## src/rtl/pixpack_pkg.sv

```systemverilog
// Shared types and constants for the pixel write packer.
package pixpack_pkg;

  localparam int unsigned BYTES_PER_WORD = 4;
  // Widest supported byte address; narrower ADDR_W values zero-extend into word_t.addr.
  localparam int unsigned PIX_ADDR_W     = 32;
  localparam int unsigned WORD_ADDR_W    = PIX_ADDR_W - 2;

  typedef enum logic [2:0] {
    StIdle,
    StCollect,
    StFlush,
    StDrain,
    StDone
  } pack_state_e;

  typedef struct packed {
    logic [WORD_ADDR_W-1:0]      addr;
    logic [8*BYTES_PER_WORD-1:0] data;
    logic [BYTES_PER_WORD-1:0]   be;
  } word_t;

  // One-hot byte-enable bit for a byte lane.
  function automatic logic [BYTES_PER_WORD-1:0] lane_onehot(input logic [1:0] lane);
    return 4'b0001 << lane;
  endfunction

endpackage

```

## src/rtl/pixpack_fifo.sv

```systemverilog
// First-word-fall-through FIFO of packed words. A push into a full FIFO is accepted only
// when a pop happens in the same cycle; otherwise it is dropped and flagged on drop_o.
module pixpack_fifo
  import pixpack_pkg::*;
#(
  parameter int unsigned Depth = 4
) (
  input  logic  clk,
  input  logic  rst_n,
  input  logic  push_i,
  input  word_t push_word_i,
  input  logic  pop_i,
  output word_t head_o,
  output logic  empty_o,
  output logic  full_o,
  output logic  drop_o
);

  localparam int unsigned PtrW = $clog2(Depth);
  localparam logic [PtrW:0] PtrOne = 1;

  word_t           mem_q [Depth];
  logic [PtrW:0]   wptr_q, wptr_d;
  logic [PtrW:0]   rptr_q, rptr_d;
  logic            push_ok;
  logic            pop_ok;

  // Status flags, accept decisions and next pointers.
  always_comb begin
    empty_o = (wptr_q == rptr_q);
    full_o  = (wptr_q[PtrW] != rptr_q[PtrW]) &&
              (wptr_q[PtrW-1:0] == rptr_q[PtrW-1:0]);
    pop_ok  = pop_i && !empty_o;
    push_ok = push_i && (!full_o || pop_ok);
    drop_o  = push_i && !push_ok;
    wptr_d  = push_ok ? wptr_q + PtrOne : wptr_q;
    rptr_d  = pop_ok ? rptr_q + PtrOne : rptr_q;
    head_o  = mem_q[rptr_q[PtrW-1:0]];
  end

  // Pointer registers.
  always_ff @(posedge clk or negedge rst_n) begin
    if (!rst_n) begin
      wptr_q <= '0;
      rptr_q <= '0;
    end else begin
      wptr_q <= wptr_d;
      rptr_q <= rptr_d;
    end
  end

  // Storage; contents are don't-care until pointed at by a valid entry.
  always_ff @(posedge clk) begin
    if (push_ok) begin
      mem_q[wptr_q[PtrW-1:0]] <= push_word_i;
    end
  end

endmodule

```

## src/rtl/pixel_write_packer.sv

```systemverilog
// Packs the bilinear core's byte writes into 32-bit little-endian words with byte
// enables, buffers them and drains them to a word-wide memory port.
// Optional macro PACK_STATS_EN adds stat_words_o / stat_stall_o counters.
module pixel_write_packer
  import pixpack_pkg::*;
#(
  parameter int unsigned ADDR_W     = 32,
  parameter int unsigned FIFO_DEPTH = 4
) (
  input  logic              clk,
  input  logic              rst_n,
  input  logic              start_i,
  input  logic [31:0]       total_pix_i,
  input  logic              wr_valid_i,
  input  logic [ADDR_W-1:0] wr_addr_i,
  input  logic [7:0]        wr_data_i,
  output logic              mem_valid_o,
  input  logic              mem_ready_i,
  output logic [ADDR_W-3:0] mem_addr_o,
  output logic [31:0]       mem_data_o,
  output logic [3:0]        mem_be_o,
  output logic              busy_o,
  output logic              done_o,
  output logic              overflow_err_o,
  output logic              order_err_o
`ifdef PACK_STATS_EN
  ,
  output logic [31:0]       stat_words_o,
  output logic [31:0]       stat_stall_o
`endif
);

  pack_state_e       state_q, state_d;
  logic [31:0]       count_q, count_d;
  logic [31:0]       total_q, total_d;
  logic [31:0]       acc_data_q, acc_data_d;
  logic [3:0]        acc_be_q, acc_be_d;
  logic [ADDR_W-3:0] acc_idx_q, acc_idx_d;
  logic              overflow_q, overflow_d;
  logic              order_q, order_d;

  logic              push;
  word_t             push_word;
  word_t             head;
  logic              fifo_empty;
  logic              fifo_full;
  logic              fifo_drop;
  logic              pop;

  logic [ADDR_W-3:0] wr_idx;
  logic [1:0]        wr_lane;
  logic [3:0]        lane_mask;
  logic [31:0]       merged_data;
  logic [31:0]       fresh_data;

  function automatic word_t mk_word(input logic [ADDR_W-3:0] idx, input logic [31:0] data,
                                    input logic [3:0] be);
    word_t w;
    w = '0;
    w.addr[ADDR_W-3:0] = idx;
    w.data = data;
    w.be   = be;
    return w;
  endfunction

  // Incoming byte placed into the open word, and into an otherwise empty word.
  always_comb begin
    wr_idx    = wr_addr_i[ADDR_W-1:2];
    wr_lane   = wr_addr_i[1:0];
    lane_mask = lane_onehot(wr_lane);
    for (int k = 0; k < 4; k++) begin
      merged_data[8*k +: 8] = (wr_lane == 2'(k)) ? wr_data_i : acc_data_q[8*k +: 8];
      fresh_data[8*k +: 8]  = (wr_lane == 2'(k)) ? wr_data_i : 8'h00;
    end
  end

  // Frame FSM, accumulator and push generation.
  always_comb begin
    state_d    = state_q;
    count_d    = count_q;
    total_d    = total_q;
    acc_data_d = acc_data_q;
    acc_be_d   = acc_be_q;
    acc_idx_d  = acc_idx_q;
    overflow_d = overflow_q;
    order_d    = order_q;
    push       = 1'b0;
    push_word  = '0;

    unique case (state_q)
      StIdle: begin
        if (start_i) begin
          total_d    = total_pix_i;
          count_d    = '0;
          overflow_d = 1'b0;
          order_d    = 1'b0;
          state_d    = (total_pix_i == '0) ? StDone : StCollect;
        end
      end
      StCollect: begin
        if (wr_valid_i) begin
          count_d = count_q + 32'd1;
          if ((acc_be_q == 4'b0000) || (wr_idx == acc_idx_q)) begin
            if ((acc_be_q & lane_mask) != 4'b0000) begin
              order_d = 1'b1;
            end
            if (wr_lane == 2'd3) begin
              // Lane 3 completes the word: push it including this byte.
              push       = 1'b1;
              push_word  = mk_word(wr_idx, merged_data, acc_be_q | lane_mask);
              acc_data_d = '0;
              acc_be_d   = '0;
            end else begin
              acc_data_d = merged_data;
              acc_be_d   = acc_be_q | lane_mask;
            end
            acc_idx_d = wr_idx;
          end else begin
            // New word index: retire the open word; the new byte stays open even on
            // lane 3 because only one push fits per cycle.
            push       = 1'b1;
            push_word  = mk_word(acc_idx_q, acc_data_q, acc_be_q);
            acc_data_d = fresh_data;
            acc_be_d   = lane_mask;
            acc_idx_d  = wr_idx;
          end
          if (count_d == total_q) begin
            state_d = StFlush;
          end
        end
      end
      StFlush: begin
        if (acc_be_q != 4'b0000) begin
          push      = 1'b1;
          push_word = mk_word(acc_idx_q, acc_data_q, acc_be_q);
        end
        acc_data_d = '0;
        acc_be_d   = '0;
        state_d    = StDrain;
      end
      StDrain: begin
        if (fifo_empty) begin
          state_d = StDone;
        end
      end
      StDone: begin
        state_d = StIdle;
      end
      default: begin
        state_d = StIdle;
      end
    endcase

    if (fifo_drop) begin
      overflow_d = 1'b1;
    end
  end

  // Frame state registers.
  always_ff @(posedge clk or negedge rst_n) begin
    if (!rst_n) begin
      state_q    <= StIdle;
      count_q    <= '0;
      total_q    <= '0;
      acc_data_q <= '0;
      acc_be_q   <= '0;
      acc_idx_q  <= '0;
      overflow_q <= 1'b0;
      order_q    <= 1'b0;
    end else begin
      state_q    <= state_d;
      count_q    <= count_d;
      total_q    <= total_d;
      acc_data_q <= acc_data_d;
      acc_be_q   <= acc_be_d;
      acc_idx_q  <= acc_idx_d;
      overflow_q <= overflow_d;
      order_q    <= order_d;
    end
  end

  pixpack_fifo #(
    .Depth (FIFO_DEPTH)
  ) u_fifo (
    .clk         (clk),
    .rst_n       (rst_n),
    .push_i      (push),
    .push_word_i (push_word),
    .pop_i       (pop),
    .head_o      (head),
    .empty_o     (fifo_empty),
    .full_o      (fifo_full),
    .drop_o      (fifo_drop)
  );

  // Memory port and status outputs; word fields are zeroed while no word is valid.
  always_comb begin
    mem_valid_o    = !fifo_empty;
    pop            = mem_valid_o && mem_ready_i;
    mem_addr_o     = mem_valid_o ? head.addr[ADDR_W-3:0] : '0;
    mem_data_o     = mem_valid_o ? head.data : '0;
    mem_be_o       = mem_valid_o ? head.be : '0;
    busy_o         = (state_q != StIdle);
    done_o         = (state_q == StDone);
    overflow_err_o = overflow_q;
    order_err_o    = order_q;
  end

`ifdef PACK_STATS_EN
  logic [31:0] stat_words_q, stat_stall_q;

  // Word/stall counters; cleared on an accepted start, frozen once back in idle.
  always_ff @(posedge clk or negedge rst_n) begin
    if (!rst_n) begin
      stat_words_q <= '0;
      stat_stall_q <= '0;
    end else if (state_q == StIdle) begin
      if (start_i) begin
        stat_words_q <= '0;
        stat_stall_q <= '0;
      end
    end else begin
      if (pop) begin
        stat_words_q <= stat_words_q + 32'd1;
      end
      if (mem_valid_o && !mem_ready_i) begin
        stat_stall_q <= stat_stall_q + 32'd1;
      end
    end
  end

  assign stat_words_o = stat_words_q;
  assign stat_stall_o = stat_stall_q;
`endif

endmodule

```

## config.mk

```make
export PLATFORM = sky130hd
export DESIGN_NAME = pixel_write_packer
export DESIGN_NICKNAME = d
export VERILOG_FILES = /design/src/rtl/pixpack_pkg.sv /design/src/rtl/pixpack_fifo.sv /design/src/rtl/pixel_write_packer.sv
export SDC_FILE = /design/constraint.sdc
export NUM_CORES = 1
export LEC_CHECK = 0
export CAP_MARGIN = 0
export CORE_MARGIN = 3
export CORE_UTILIZATION = 39
export DETAILED_ROUTE_END_ITERATION = 8
export GPL_ROUTABILITY_DRIVEN = 0
export PLACE_DENSITY = 0.68
export SETUP_SLACK_MARGIN = 0.1
export SYNTH_ARGS = -nofsm -noshare
export SYNTH_HDL_FRONTEND = slang
export SYNTH_SLANG_ARGS = --single-unit
```

## constraint.sdc

```tcl
create_clock -name clk -period 6.3 [get_ports clk]
set_clock_uncertainty 0.05 [all_clocks]
set_input_delay 0.63 -clock clk [delete_from_list [all_inputs] [get_ports clk]]
set_output_delay 0.63 -clock clk [all_outputs]
set_load 0.02 [all_outputs]
```

==> results of run 1 <==
registers in the layout, summed over array words and instances (netlist names):
| signal | flops |
|---|---|
| u_fifo.mem_q | 264 |
| acc_data_q | 32 |
| count_q | 32 |
| total_q | 32 |
| acc_idx_q | 30 |
| acc_be_q | 4 |
| state_q | 3 |
| u_fifo.rptr_q | 3 |
| u_fifo.wptr_q | 3 |
| order_err_o | 1 |
| overflow_err_o | 1 |
power breakdown:
part / switching [uW] / internal, uW
Sequential: 301 / 3350
Clock: 991 / 1430
Combinational: 1870 / 1660
Yosys cell counts (18+ instances only):
| library cell | count | area share, % |
|---|---|---|
| edfxtp_1 | 264 | 44 |
| dfrtp_1 | 141 | 20 |
| nand2_1 | 129 | 2.7 |
| nor2b_1 | 93 | 3.2 |
| a22o_1 | 71 | 3.4 |
| mux4_2 | 67 | 8.4 |
| xnor2_1 | 58 | 2.8 |
| clkbuf_1 | 54 | 1.1 |
| o21ai_0 | 46 | 1.3 |
| mux2_2 | 35 | 2.2 |
| nor2_1 | 29 | 0.60 |
| nand4_1 | 26 | 0.90 |
| a21oi_1 | 23 | 0.64 |
| xor2_1 | 18 | 0.87 |
kinds of logic after synthesis:
logic type                 after synthesis
muxes                                  103
and+or+nand+nor                        391
buffers and inverters                   89
AOI/OAI and AO/OA                      197
xor gates and xnor gates                76
DFF                                    405
adders and majority gates                6
cells in the final DEF, fill, tap and decap left out, types with 18 or more instances in the layout:
cell               n
nand2_1          128
xnor2_1           58
mux2_2            35
edfxtp_1         264
nor2b_1           93
mux4_2            67
nor2_1            26
dfrtp_1          139
nand4_1           26
clkdlybuf4s50_1  146
a21oi_1           22
xor2_1            18
o21ai_0           46
a22o_1            71
clkbuf_16         44
layout make-up:
type	count	area, sq um
Fill cell	3940	24100
Sequential cell	405	11500
Multi-Input combinational cell	773	6240
Timing Repair Buffer	159	1560
Clock buffer	63	1220
Tap cell	600	751
Clock inverter	14	138
Inverter	13	48.8
Antenna cell	2	5.00
critical path: stages (launching register included):
cell             delay (ps)
dfrtp_4                 870
xor2_1                  200
or2_2                   350
nor2_4                  670
buf_4                   460
nor2b_1                 120
clkdlybuf4s50_1         560
path summary, 6_finish.rpt:
kind,from,end,slack [ps],depth (start not counted)
max in group asynchronous,rst_n,u_fifo.rptr_q[0],4700,2
setup reg to reg,acc_idx_q[17],u_fifo.mem_q[1][24],2520,7
setup / recovery,u_fifo.rptr_q[0],mem_data_o[25],1830,6
min in group clk,acc_data_q[13],acc_data_q[13],440,1
hold reg to reg,acc_data_q[13],acc_data_q[13],440,1
hold / removal,rst_n,total_q[28],130,1
stage by stage:
stage	std cells	worst slack [ps]	total power [uW]
global placement	1950	1750	7290
global route	2027	1450	10100
floorplan	1267	1240	5770
finish	2029	1830	9610
CTS	2027	1620	9770
detailed placement	1950	1720	7340
routing by layer:
layer	vias up	share of wire, %	GRT usage [%]
met3	61	6.7	3.21
met2	405	50	29.7
met4	4	2.2	4.51
met5	-	0.061	0
met1	5651	41	23.7
li1	5063	-	-
==> summary.md, run 1 <==
| Metric | Value |
|---|---|
| Crit path required time | 5620 ps |
| # port buffers | 147 |
| Worst-path fanout max | 35 |
| Startpoint types | flip-flop |
| Final Util | between 40% and 50% |
| #FFs+latches synth | 405 |
| Routed len/inst | around 22 um |
| DP HPWL | 28800 um |
| Register area share after synthesis | 63.4% |
| Gr ovfl total | 0 |
| Largest net degree at the start of global routing | 87 |
| DIE AREA | 0.0489 sq mm |
| Vias in the first global route | 11000 |
| Post-route cell area | 0.0214 sq mm |
| Clock transition at the registers of the reported paths | approximately 60 ps |
| Synth async-reset ratio | 34.8% |
| VDD IR max | 0.000313 V |
| Main combinational cell family by area after synthesis | simple AND/OR/NAND/NOR gates |
| Placed cell area | 0.0201 sq mm |
| DR iter-0 viols | 990 |
| Initial Utilization | 39.6% |
| Total core area | 0.0456 sq mm |
| Final worst path period need | 4470 ps |
| PwrDens | 448 mW/mm^2 |
| Max Freq | 224 MHz |
| Synthesized instance count | 1267 |
| Syn nets | 1350 |
| Mux share of post-synthesis cell area | about a tenth |
| Post-synth EDFFs | between 200 and 300 |
| CTS Sinks | 405 |
| Final ANT Viol Nets | 0 |
| Layout Nets | about 1500 |
| DR vias | 11200 |
| Synth Area in Adders | 0.416% |
| CTS Hold Bufs | 0 |
| Hold Vio Cnt, Final | 0 |
| Leak Pwr | 0.00768 uW |
| CTS tree | done |
| Initial antenna violation count | 3 |
| Ys flop type | edfxtp_1 |
| Setup violations, final | 0 |
| Root Buffer | clkbuf_16 |
| Slew HR | 15.9% |
| RSZ-0062 raised after global routing | no |
| Height of the die | 221 um |
| Cts bufs inserted | 43 |
| Crit Path Class | flip-flop to output port |
| Post-CTS Setup Bufs | 0 |
| PostCTS Resize Cnt | 0 |
| Avg Vias per Cell | 5.51 |
| Max_cap viols | 0 |
| Hold Path Class | input port to asynchronous set/reset pin |
| Fin Hold WS | about 130 ps |
| Final period util | around 71% |
| Row count | 78 |
| Synth Area in Compound Gates | under 10% |
| Area Overhead vs Synth | 18.7% |
| Mapped Avg Cell Area | 14.3 sq um |
| Total wire length | 44100 um |
| Distinct cells, synth | a little over 60 |
| DRC errors left | 0 |
| Cell area after synthesis | 0.0181 sq mm |
| Synth warn | 0 |
| Tot GR Track Use | around 18% |
| # IOs | 148 |
| Simple-Gate Fraction of Synth Area | 11.9% |
| Worst skew pair latency | around 540 ps |
| Detailed Routing Iterations Pass 1 | 5 |
| Synth Area in XOR/XNOR | 3.69% |
| Outcome | completed |
| Setup TNS | 0 ps |
| Die Wd | 221 um |
| Max Buffers Root-to-Sink | 3 |
| Worst slew pin tran | 1250 ps |
| H-tree levels | 2 |
| Worst EP arrival | 3790 ps |
| Fin. max-slew vios | 0 |
| First-pass GRT wire length | 67200 um |
| Layout cells sized above 1 | roughly 14% |
| Critical path capture point type | output port |
Note: power is estimated with default switching activity, not from simulation.
==> run 2: changes to the inputs <==
clock period = 4.55 ns   (was 6.3 ns; I/O delays follow)
==> summary.md, run 2 (synthesis gave the netlist of run 1 again) <==
| Metric | Value |
|---|---|
| Outcome | finished, violations left |
| Failing checks | negative hold slack |
| Initial Utilization | 39.6% |
| Crit path required time | 4050 ps |
| Logic pwr share | 36.1% |
| Reg2Reg Depth | 8 |
| Setup violations, final | 0 |
| Vias in the first global route | 11200 |
| PwrDens | 629 mW/mm^2 |
| Leak Pwr | between 0.007 and 0.008 uW |
| Startpoint types | flip-flop |
| Layout cells sized above 1 | 15.0% |
| DP HPWL | approximately 29000 um |
| DR iter-0 viols | 989 |
| Final period util | 79.3% |
| Placed cell count | between 1500 and 2000 |
| Clock power share | 26.7% |
| Height of the die | between 200 and 250 um |
| Met2 Usage GRT | 29.7% |
| Max_cap viols | 0 |
| Max Freq | between 200 and 300 MHz |
| First-pass GRT wire length | 67700 um |
| Avg Vias per Cell | around 5.5 |
| Layout Nets | 1489 |
| Hold Path Class | input port to asynchronous set/reset pin |
| GR peak layer | met2 |
| Reg power frac | 37.1% |
| Detailed Routing Iterations Pass 1 | 5 |
| Worst EP arrival | between 3000 and 4000 ps |
| Total core area | roughly 0.046 sq mm |
| Slew HR | 32.8% |
| Tot GR Track Use | 17.7% |
| Routed len/inst | 21.6 um |
| Row count | 78 |
| Clock transition at the registers of the reported paths | approximately 60 ps |
| Critical path capture point type | output port |
| Fin. max-slew vios | 0 |
| Hold Vio Cnt, Final | 3 |
| CTS Sinks | about 400 |
| Most frequent cells in the layout | 264 x edfxtp_1, 146 x clkdlybuf4s50_1, 139 x dfrtp_1 |
| DRC errors left | 0 |
| Max FFs per register | 264 |
| H-tree levels | 2 |
| Net Switching | 4460 uW |
| DIE AREA | about 0.05 sq mm |
| PostCTS Resize Cnt | 0 |
| Largest net degree at the start of global routing | 105 |
| Area Overhead vs Synth | 20.4% |
| Met1 global-route usage | 23.8% |
| Initial antenna violation count | 4 |
| Final ANT Viol Nets | 0 |
| Die Wd | ~220 um |
| Total wire length | between 40000 and 50000 um |
| Worst skew pair latency | 570 ps |
| Setup TNS | 0 ps |
| Gr ovfl total | 0 |
| Cts bufs inserted | 44 |
| Crit Path Class | flip-flop to output port |
| R2R Setup Slk | between 1000 and 1500 ps |
| Final Util | 47.7% |
| Worst reg2reg path startpoint | count_q[0] |
| Fin Hold WS | -2.16 ps |
| Final worst path period need | about 3600 ps |
| DR vias | 11300 |
| Finished Layout Cells | 2042 |
| Sw frac | between 30% and 40% |
| Worst slew pin tran | 1010 ps |
| Most common cell after layout, fill and taps aside | edfxtp_1 |
| Max Buffers Root-to-Sink | 3 |
| Critical R2R Capture | state_q[0] |
| CTS tree | done |
| # port buffers | 147 |
| RSZ-0062 raised after global routing | no |
| Internal | approximately 9000 uW |
| Worst-path fanout max | 50 |
| Post-CTS Setup Bufs | 0 |
| # IOs | 148 |
| Root Buffer | clkbuf_16 |
| VDD IR max | 0.000494 V |
| GRT met3 Usage | 3.61% |
| CTS Hold Bufs | 0 |
| ANT cells | 0 |
==> run 2: power groups by stage <==
stage               registers (uW)  logic [uW]  clock network [uW]
floorplan                     4930        3060                   0
global placement              5120        5010                   0
detailed placement            5150        5050                   0
CTS                           5080        5070                3730
global route                  5140        5300                3890
finish                        5070        4940                3650
==> run 2: final cells by class <==
class | instances | area [sq um]
Fill cell | 3948 | 23800
Sequential cell | 405 | 11500
Multi-Input combinational cell | 773 | 6240
Timing Repair Buffer | 169 | 1740
Clock buffer | 58 | 1190
Tap cell | 600 | 751
Clock inverter | 24 | 307
Inverter | 13 | 48.8
==> run 2: stage by stage <==
| step | setup slack (ps) | cell area (sq um) | hold WS [ps] | total power [uW] |
|---|---|---|---|---|
| after floorplan | 974 | 18100 | 109 | 7990 |
| after global placement | 829 | 20200 | 424 | 10100 |
| after detailed placement | 790 | 20200 | 427 | 10200 |
| after CTS | 878 | 21700 | 38.5 | 13900 |
| after global routing | 786 | 21700 | 63.8 | 14300 |
| final | 940 | 21700 | -2.16 | 13700 |
==> run 2: worst max-delay path, stage by stage, from the launching register on <==
cell and delay [ps]:
dfrtp_4 710, buf_12 380, mux4_2 630, nor2b_1 160, clkdlybuf4s50_1 540
==> run 2: how the worst max path moves through the flow <==
stage	start	endpoint	slack (ps)	cells past startpoint
floorplan	wr_addr_i[10]	u_fifo.mem_q[3][0]	970	6
global placement	wr_addr_i[20]	u_fifo.mem_q[2][26]	830	10
detailed placement	wr_addr_i[19]	u_fifo.mem_q[2][28]	790	10
CTS	u_fifo.rptr_q[0]	mem_addr_o[29]	880	4
global route	u_fifo.rptr_q[0]	mem_addr_o[29]	790	4
finish	u_fifo.rptr_q[0]	mem_addr_o[2]	940	4
==> run 2: per-layer routing <==
metal,wire [um],up-vias,share of wire (%)
li1,-,5101,-
met1,18400,5733,42
met2,21900,377,50
met3,2890,73,6.5
met4,941,6,2.1
met5,40,-,0.091
